### config.mk
export PLATFORM = sky130hd
export DESIGN_NAME = multicycle_ctrl
export DESIGN_NICKNAME = d
export VERILOG_FILES = /design/src/rtl/multicycle_ctrl.sv
export SDC_FILE = /design/constraint.sdc
export NUM_CORES = 1
export LEC_CHECK = 0
export ABC_AREA = 1
export BUFFER_PORTS_ARGS = -buffer_cell sky130_fd_sc_hd__buf_2
export CORE_MARGIN = 4
export CORE_UTILIZATION = 45
export CTS_CLUSTER_SIZE = 25
export DETAILED_ROUTE_END_ITERATION = 8
export PLACE_DENSITY = 0.7
export SLEW_MARGIN = 20
export SYNTH_ARGS = -nofsm -noshare
export SYNTH_HDL_FRONTEND = slang
export SYNTH_SLANG_ARGS = --single-unit
### constraint.sdc
create_clock -name clk -period 3 [get_ports clk]
set_input_delay 0.3 -clock clk [delete_from_list [all_inputs] [get_ports clk]]
set_output_delay 0.3 -clock clk [all_outputs]
set_load 0.1 [all_outputs]
### src/rtl/multicycle_ctrl.sv
// Multi-cycle RV32 control sequencer: a Moore FSM that walks the shared datapath
// through fetch, decode, execute, memory and write-back, halting on ebreak, illegal op or timeout.
module multicycle_ctrl #(
  parameter int MAX_WAIT = 15
) (
  input  logic       clk,
  input  logic       rst,
  input  logic [6:0] op,
  input  logic       imem_ack,
  input  logic       dmem_ack,
  output logic       imem_req,
  output logic       dmem_req,
  output logic       dmem_we,
  output logic       ir_we,
  output logic       pc_we,
  output logic       reg_write,
  output logic       mem_to_reg,
  output logic [1:0] imm_src,
  output logic       alu_src,
  output logic [1:0] wd_src,
  output logic [1:0] pc_src,
  output logic       halt,
  output logic       err,
  output logic [2:0] state
);

  // Handshake: a request stays high in FETCH/MEM until the matching ack is
  // sampled on a rising edge; the request drops the cycle after that edge.
  localparam int CW = $clog2(MAX_WAIT + 1);
  localparam logic [CW-1:0] WAIT_MAX = CW'(MAX_WAIT);

  localparam int C_LUI    = 0;
  localparam int C_AUIPC  = 1;
  localparam int C_JAL    = 2;
  localparam int C_JALR   = 3;
  localparam int C_OPIMM  = 4;
  localparam int C_OP     = 5;
  localparam int C_LOAD   = 6;
  localparam int C_STORE  = 7;
  localparam int C_EBREAK = 8;

  typedef enum logic [2:0] {
    S_IDLE   = 3'd0,
    S_FETCH  = 3'd1,
    S_DECODE = 3'd2,
    S_EXEC   = 3'd3,
    S_MEM    = 3'd4,
    S_WB     = 3'd5,
    S_HALT   = 3'd6
  } state_t;

  state_t        st;
  logic [8:0]    cls;
  logic [8:0]    dec;
  logic [CW-1:0] wait_cnt;
  logic          err_q;

  // All-zero result marks an illegal opcode.
  always_comb begin
    dec = '0;
    case (op)
      7'b0110111: dec[C_LUI]    = 1'b1;
      7'b0010111: dec[C_AUIPC]  = 1'b1;
      7'b1101111: dec[C_JAL]    = 1'b1;
      7'b1100111: dec[C_JALR]   = 1'b1;
      7'b0010011: dec[C_OPIMM]  = 1'b1;
      7'b0110011: dec[C_OP]     = 1'b1;
      7'b0000011: dec[C_LOAD]   = 1'b1;
      7'b0100011: dec[C_STORE]  = 1'b1;
      7'b1110011: dec[C_EBREAK] = 1'b1;
      default:    dec = '0;
    endcase
  end

  always_ff @(posedge clk or posedge rst) begin
    if (rst) begin
      st       <= S_IDLE;
      cls      <= '0;
      wait_cnt <= '0;
      err_q    <= 1'b0;
    end else begin
      case (st)
        S_IDLE: begin
          st       <= S_FETCH;
          wait_cnt <= '0;
        end
        S_FETCH, S_MEM: begin
          // An ack in the expiry cycle still completes the access.
          if ((st == S_FETCH) ? imem_ack : dmem_ack) begin
            st       <= (st == S_FETCH) ? S_DECODE : S_WB;
            wait_cnt <= '0;
          end else if (wait_cnt == WAIT_MAX) begin
            st    <= S_HALT;
            err_q <= 1'b1;
          end else begin
            wait_cnt <= wait_cnt + CW'(1);
          end
        end
        S_DECODE: begin
          cls      <= dec;
          wait_cnt <= '0;
          if (dec == '0) begin
            st    <= S_HALT;
            err_q <= 1'b1;
          end else if (dec[C_EBREAK]) begin
            st    <= S_HALT;
            err_q <= 1'b0;
          end else begin
            st <= S_EXEC;
          end
        end
        S_EXEC: begin
          st       <= (cls[C_LOAD] || cls[C_STORE]) ? S_MEM : S_WB;
          wait_cnt <= '0;
        end
        S_WB: begin
          st       <= S_FETCH;
          wait_cnt <= '0;
        end
        S_HALT:  st <= S_HALT;
        default: st <= S_IDLE;
      endcase
    end
  end

  // IR is written every FETCH cycle; the copy taken on the ack edge is the one kept.
  always_comb begin
    imem_req   = 1'b0;
    dmem_req   = 1'b0;
    dmem_we    = 1'b0;
    ir_we      = 1'b0;
    pc_we      = 1'b0;
    reg_write  = 1'b0;
    mem_to_reg = 1'b0;
    imm_src    = 2'b00;
    alu_src    = 1'b0;
    wd_src     = 2'b00;
    pc_src     = 2'b00;
    halt       = 1'b0;
    err        = 1'b0;
    state      = st;
    if (st == S_EXEC || st == S_MEM || st == S_WB) begin
      if (cls[C_LUI] || cls[C_AUIPC]) imm_src = 2'b01;
      if (cls[C_JAL])                 imm_src = 2'b10;
      if (cls[C_STORE])               imm_src = 2'b11;
      alu_src = cls[C_JALR] | cls[C_OPIMM] | cls[C_LOAD] | cls[C_STORE];
    end
    case (st)
      S_FETCH: begin
        imem_req = 1'b1;
        ir_we    = 1'b1;
      end
      S_MEM: begin
        dmem_req = 1'b1;
        dmem_we  = cls[C_STORE];
      end
      S_WB: begin
        pc_we      = 1'b1;
        reg_write  = ~cls[C_STORE];
        mem_to_reg = cls[C_LOAD];
        if (cls[C_LUI])                wd_src = 2'b10;
        if (cls[C_AUIPC])              wd_src = 2'b11;
        if (cls[C_JAL] || cls[C_JALR]) wd_src = 2'b01;
        if (cls[C_JAL])                pc_src = 2'b01;
        if (cls[C_JALR])               pc_src = 2'b10;
      end
      S_HALT: begin
        halt = 1'b1;
        err  = err_q;
      end
      default: ;
    endcase
  end

endmodule

# ---- Yosys cells after proc, flatten, opt, wreduce, memory -nomap -nowiden
# Cells that the tools add are included.
dict set report word_totals {
  input_bits 11
  register_bits 16
}
dict set report classes {
  muxes 45
  n_bitwise 4
  add_sub_neg 1
  n_eq_ne 21
  n_reduce_logical 14
}
# operator count
set op_table {}
lappend op_table {{$mux W1} 26}
lappend op_table {{$eq A7 B6 Y1 const B} 3}
lappend op_table {{$eq A7 B7 Y1 const B} 3}
lappend op_table {{$mux W2} 9}
lappend op_table {{$mux W3} 5}
lappend op_table {{$pmux W3 S5} 1}
lappend op_table {{$eq A7 B5 Y1 const B} 2}
lappend op_table {{$eq A3 B3 Y1 const B} 3}
lappend op_table {{$logic_not A9 Y1} 1}
lappend op_table {{$ne A3 B3 Y1 const B} 3}
lappend op_table {{$mux W4} 2}
lappend op_table {{$pmux W4 S2} 1}
lappend op_table {{$eq A7 B2 Y1 const B} 1}
lappend op_table {{$eq A3 B2 Y1 const B} 2}
lappend op_table {{$logic_or A1 B1 Y1} 5}
lappend op_table {{$add A4 B1 Y4 const B} 1}
lappend op_table {{$eq A4 B4 Y1 const B} 1}
lappend op_table {{$ne A2 B2 Y1 const B} 2}
lappend op_table {{$reduce_and A4 Y1} 1}
lappend op_table {{$reduce_bool A2 Y1} 2}
lappend op_table {{$reduce_or A2 Y1} 2}
lappend op_table {{$reduce_or A4 Y1} 1}
lappend op_table {{$eq A3 B1 Y1 const B} 1}
lappend op_table {{$logic_not A3 Y1} 1}
lappend op_table {{4 further kinds} 6}

# ---- Logic depth before layout (Yosys ltp)
dict set report logic_depth {
  ltp_word 5
  depth_mapped 11
}

# ---- Worst setup path after synthesis
# OpenSTA, ideal clock, no wires.
dict set report synth_timing {
  kind {register -> output}
  start {register st[2], in the netlist state[2]}
  end {output port pc_src[0]}
  arrival_ns 4.989
  path_stages_with_launch 5
  path_slack_ns -2.289
  path_cell_list {dfrtp_1 -> inv_2 -> nor2_1 -> inv_1 -> nor3_1}
}
dict set report synth_between {
  elab_chain_cells 2
}
# item line_no
set synth_lines {}
lappend synth_lines {{start, declared} 52} ;# state_t st;
lappend synth_lines {{start signal, assigned} 90} ;# st <= (st == S_FETCH) ? S_DECODE : S_WB;
lappend synth_lines {{start signal, assigned} 113} ;# st <= (cls[C_LOAD] || cls[C_STORE]) ? S_MEM : S_WB;
lappend synth_lines {{$eq A3 B3 Y1} 148} ;# case (st)
lappend synth_lines {{$mux W2} 148}
lappend synth_lines {{end, declared} 21} ;# output logic [1:0] pc_src,
# Every way passes these cells.

# ---- Final worst setup path
dict set report layout_timing {
  start {register st[1], in the netlist state[1]}
  end {output port wd_src[1]}
}
dict set report layout_between {
  elab_chain_cells 2
}
# item line_no
set layout_lines {}
lappend layout_lines {{$eq A3 B3 Y1} 148}
lappend layout_lines {{$mux W2} 148}
lappend layout_lines {{end, declared} 20} ;# output logic [1:0] wd_src,
# Every way passes these cells.

==> impl_metrics.py <==
metrics = {
    "synthesis": {
        "synth_most_common_cell": "nand2_1",
        "ys_ff_latch": 15,
        "yosysTopAreaCellShare_pct": 34.13,
        "synthCells": 165,
        "synth_edf_count": 0,
        "netlist_top_cells_area": "dfrtp_1 (34%), nand2_1 (15%), inv_1 (8.9%)",
        "yosys_most_used_dff": "dfrtp_1",
        "synth_nets": 177,
        "async_reset_ff_share_pct": 100.0,
        "avgSynthCellArea_um2": 6.665,
        "yosys-top-cells-count": "nand2_1 (43), inv_1 (26), nor2_1 (21)",
        "synth_area_leader_cell": "dfrtp_1",
        "ys_warn_count": 0,
        "syn_area_mm2": 0.001100,
        "synth.distinct_cells": 28,
        "seq_area_frac_synth_pct": 34.13,
    },
    "critical_path": {
        "endpoint": "wd_src[1]",
        "ff2ff_setup_slack_ns": 1.55,
        "crit_required_ns": 2.70,
        "rr_endpoint": "wait_cnt[0]$_DFFE_PP0P_",
        "critPathArrivalTime_ns": 2.00,
        "path_max_fanout": 8,
        "r2r-start": "state[2]$_DFFE_PP0P_",
        "cp-start-kind": "flop",
        "ff2ff_path_depth": 8,
        "path_cells": "inv_2, nand2_1, nor2_4, inv_1, a2111oi_4, buf_2",
        "slowest_delay_ns": 0.47,
        "path_class": "flop to output pin",
        "critical_path.endpoint_type": "output pin",
        "worst_path_max_delay_cell": "buf_2",
        "critPathLaunch": "state[1]$_DFFE_PP0P_",
    },
    "die": {
        "rows": 17,
        "io_pins": 30,
        "dieArea_mm2": 0.003299,
        "core_area_mm2": 0.002276,
        "die_y_um": 57.44,
        "start_util_pct": 48.32,
        "die_x_um": 57.44,
    },
    "drt": {
        "met3_length_um": 144,
        "first_pass_iters": 4,
        "drtAntennaViolNets": 0,
        "vias": 1115,
        "routed_via_density": 4.978,
        "wl_met1_mm": 1.094,
        "routed_wl_mm": 2.379,
        "routedWlPerCell_um": 10.62,
        "drc": 0,
        "highest_layer": "met4",
        "drt_iter0_markers": 50,
        "wl_met2_mm": 1.090,
    },
    "clocking": {
        "root_buffer": "clkbuf_4",
        "htree_levels": 1,
        "cts_made_buffers": 3,
        "cts_setup_buffers": 0,
        "worstSkewPairLatency_ns": 0.28,
        "cts_buffer_depth": 2,
        "cts_hold_buffers": 0,
        "cts_tree": "done",
        "clock_sinks": 15,
        "path_clk_slew_ns": 0.09,
        "cts_resized": 0,
    },
    "job": {
        "max_cap_viol_count": 0,
    },
    "global_route": {
        "grt_first_pass_wirelength_mm": 4.215,
        "grt_overflow_total": 0,
        "grt_max_degree": 16,
        "grt_antenna_before_repair": 0,
        "grt_pass1_vias": 1019,
        "grtUsageTotal_pct": 15.98,
    },
    "final_layout": {
        "num-fill-cells": 236,
        "final_cells": 224,
        "multi_input_area_um2": 640.6,
        "diodes": 0,
        "seq_area_um2": 381.6,
        "postLayoutCellArea_mm2": 0.001345,
        "drive_above_1_share_pct": 28.06,
        "fin_nets": 209,
        "area_growth_pct": 22.30,
    },
    "timing": {
        "rsz0062_at_grt": "false",
        "whs_ns": 0.05422,
        "hold_viol": 0,
        "slew_headroom_pct": 62.11,
        "slew_viol_final": 0,
        "layout_setup_ws_ns": 0.7034,
        "layout_min_cycle_time_ns": 2.297,
        "setup_violations": 0,
        "finalClockSkew_ns": 0.006779,
        "max_freq_mhz": 435.4,
        "fin_crit_sh_pct": 76.55,
        "worst_pin_slew_ns": 0.5677,
    },
    "placed_design": {
        "portBuffers": 29,
        "hpwl_mm": 2.020,
        "place_area_mm2": 0.001319,
        "place_congestion": 0.8264,
        "pre_cts_ws_ns": 1.002,
        "place_inst": 220,
    },
    "min_path": {
        "hold_path_class": "primary input to asynchronous set/reset pin",
    },
    "outcome": {
        "outcome": "finished, final reports clean",
    },
}
## sequential cells by signal, summed over array words and instances, names as in the netlist
signal and cells:
cls 7, wait_cnt 4, state 3, err_q 1
## layer usage
metal	global-route usage, %	vias to the layer above
li1	-	583
met1	20.00	495
met4	6.291	0
met5	0	-
met3	2.715	6
met2	27.10	31
## worst min path at each step
stage	from	to	slack, ns	cells after the start
6_report	rst	wait_cnt[2]$_DFFE_PP0P_	0.05	2
4_1_cts	rst	wait_cnt[2]$_DFFE_PP0P_	0.09	2
2_1_floorplan	rst	cls[0]$_DFFE_PP0P_	0.20	1
5_1_grt	rst	cls[6]$_DFFE_PP0P_	0.11	2
3_5_place_dp	rst	cls[4]$_DFFE_PP0P_	0.39	2
3_3_place_gp	rst	wait_cnt[2]$_DFFE_PP0P_	0.38	2
## critical path: cells and delay by family (launching register included)
| kind | cells | cell delay [ns] |
|---|---|---|
| buffers and inverters | 3 | 0.73 |
| DFF | 1 | 0.46 |
| AOI/OAI and AO/OA | 1 | 0.30 |
| and+or+nand+nor | 2 | 0.22 |
## cell type report
class                           count  area share [%]
Clock buffer                        4           1.953
Sequential cell                    15           28.37
Multi-Input combinational cell    117           47.63
Tap cell                           28           2.605
Inverter                           31           8.651
Timing Repair Buffer               29           10.79
## metrics by stage
step / setup TNS, ns / utilization (%)
2_1_floorplan: -0.3200 / -
3_3_place_gp: 0 / 57.94
3_5_place_dp: 0 / 57.94
4_1_cts: 0 / 59.10
5_1_grt: 0 / 59.10
6_report: 0 / 59.10
## cells by family after synthesis
kind of cell | after synthesis | synth area share, %
AOI/OAI and AO/OA | 23 | 13.99
DFF | 15 | 34.13
adders and majority gates | 1 | 1.137
buffers and inverters | 33 | 11.72
xor gates and xnor gates | 2 | 1.593
and+or+nand+nor | 91 | 37.43
## cell usage in the layout (no fill, tap or decap)
cell       synthesis  layout
o21ai_4            1       1
nand3_4            1       1
dfrtp_4            0       1
buf_2              1      29
xnor2_1            1       1
nand2_2            2       2
nor2_2             0       3
clkbuf_1           0       1
dfrtp_1           15      12
o22ai_1            2       2
nor2_1            21      17
nor3_1             5       4
a31oi_2            0       1
nor3_4             0       1
inv_1             26      26
nand2_1           43      43
o211ai_1           1       1
o21ai_1            3       3
nand4_1            1       1
and2_1             1       1
a21oi_1            4       4
xor2_1             1       1
o211a_1            1       1
dfrtp_2            0       2
o21ai_2            1       1
o21a_1             1       1
a2111oi_4          0       1
inv_2              5       5
o21ai_0            7       7
ha_1               1       1
nor2_4             0       1
nand2_4            3       3
nand3_1           14      14
clkbuf_4           0       3
Power is not shown: default switching activity piles up to over one toggle a cycle in this logic, so the estimate is an artifact.
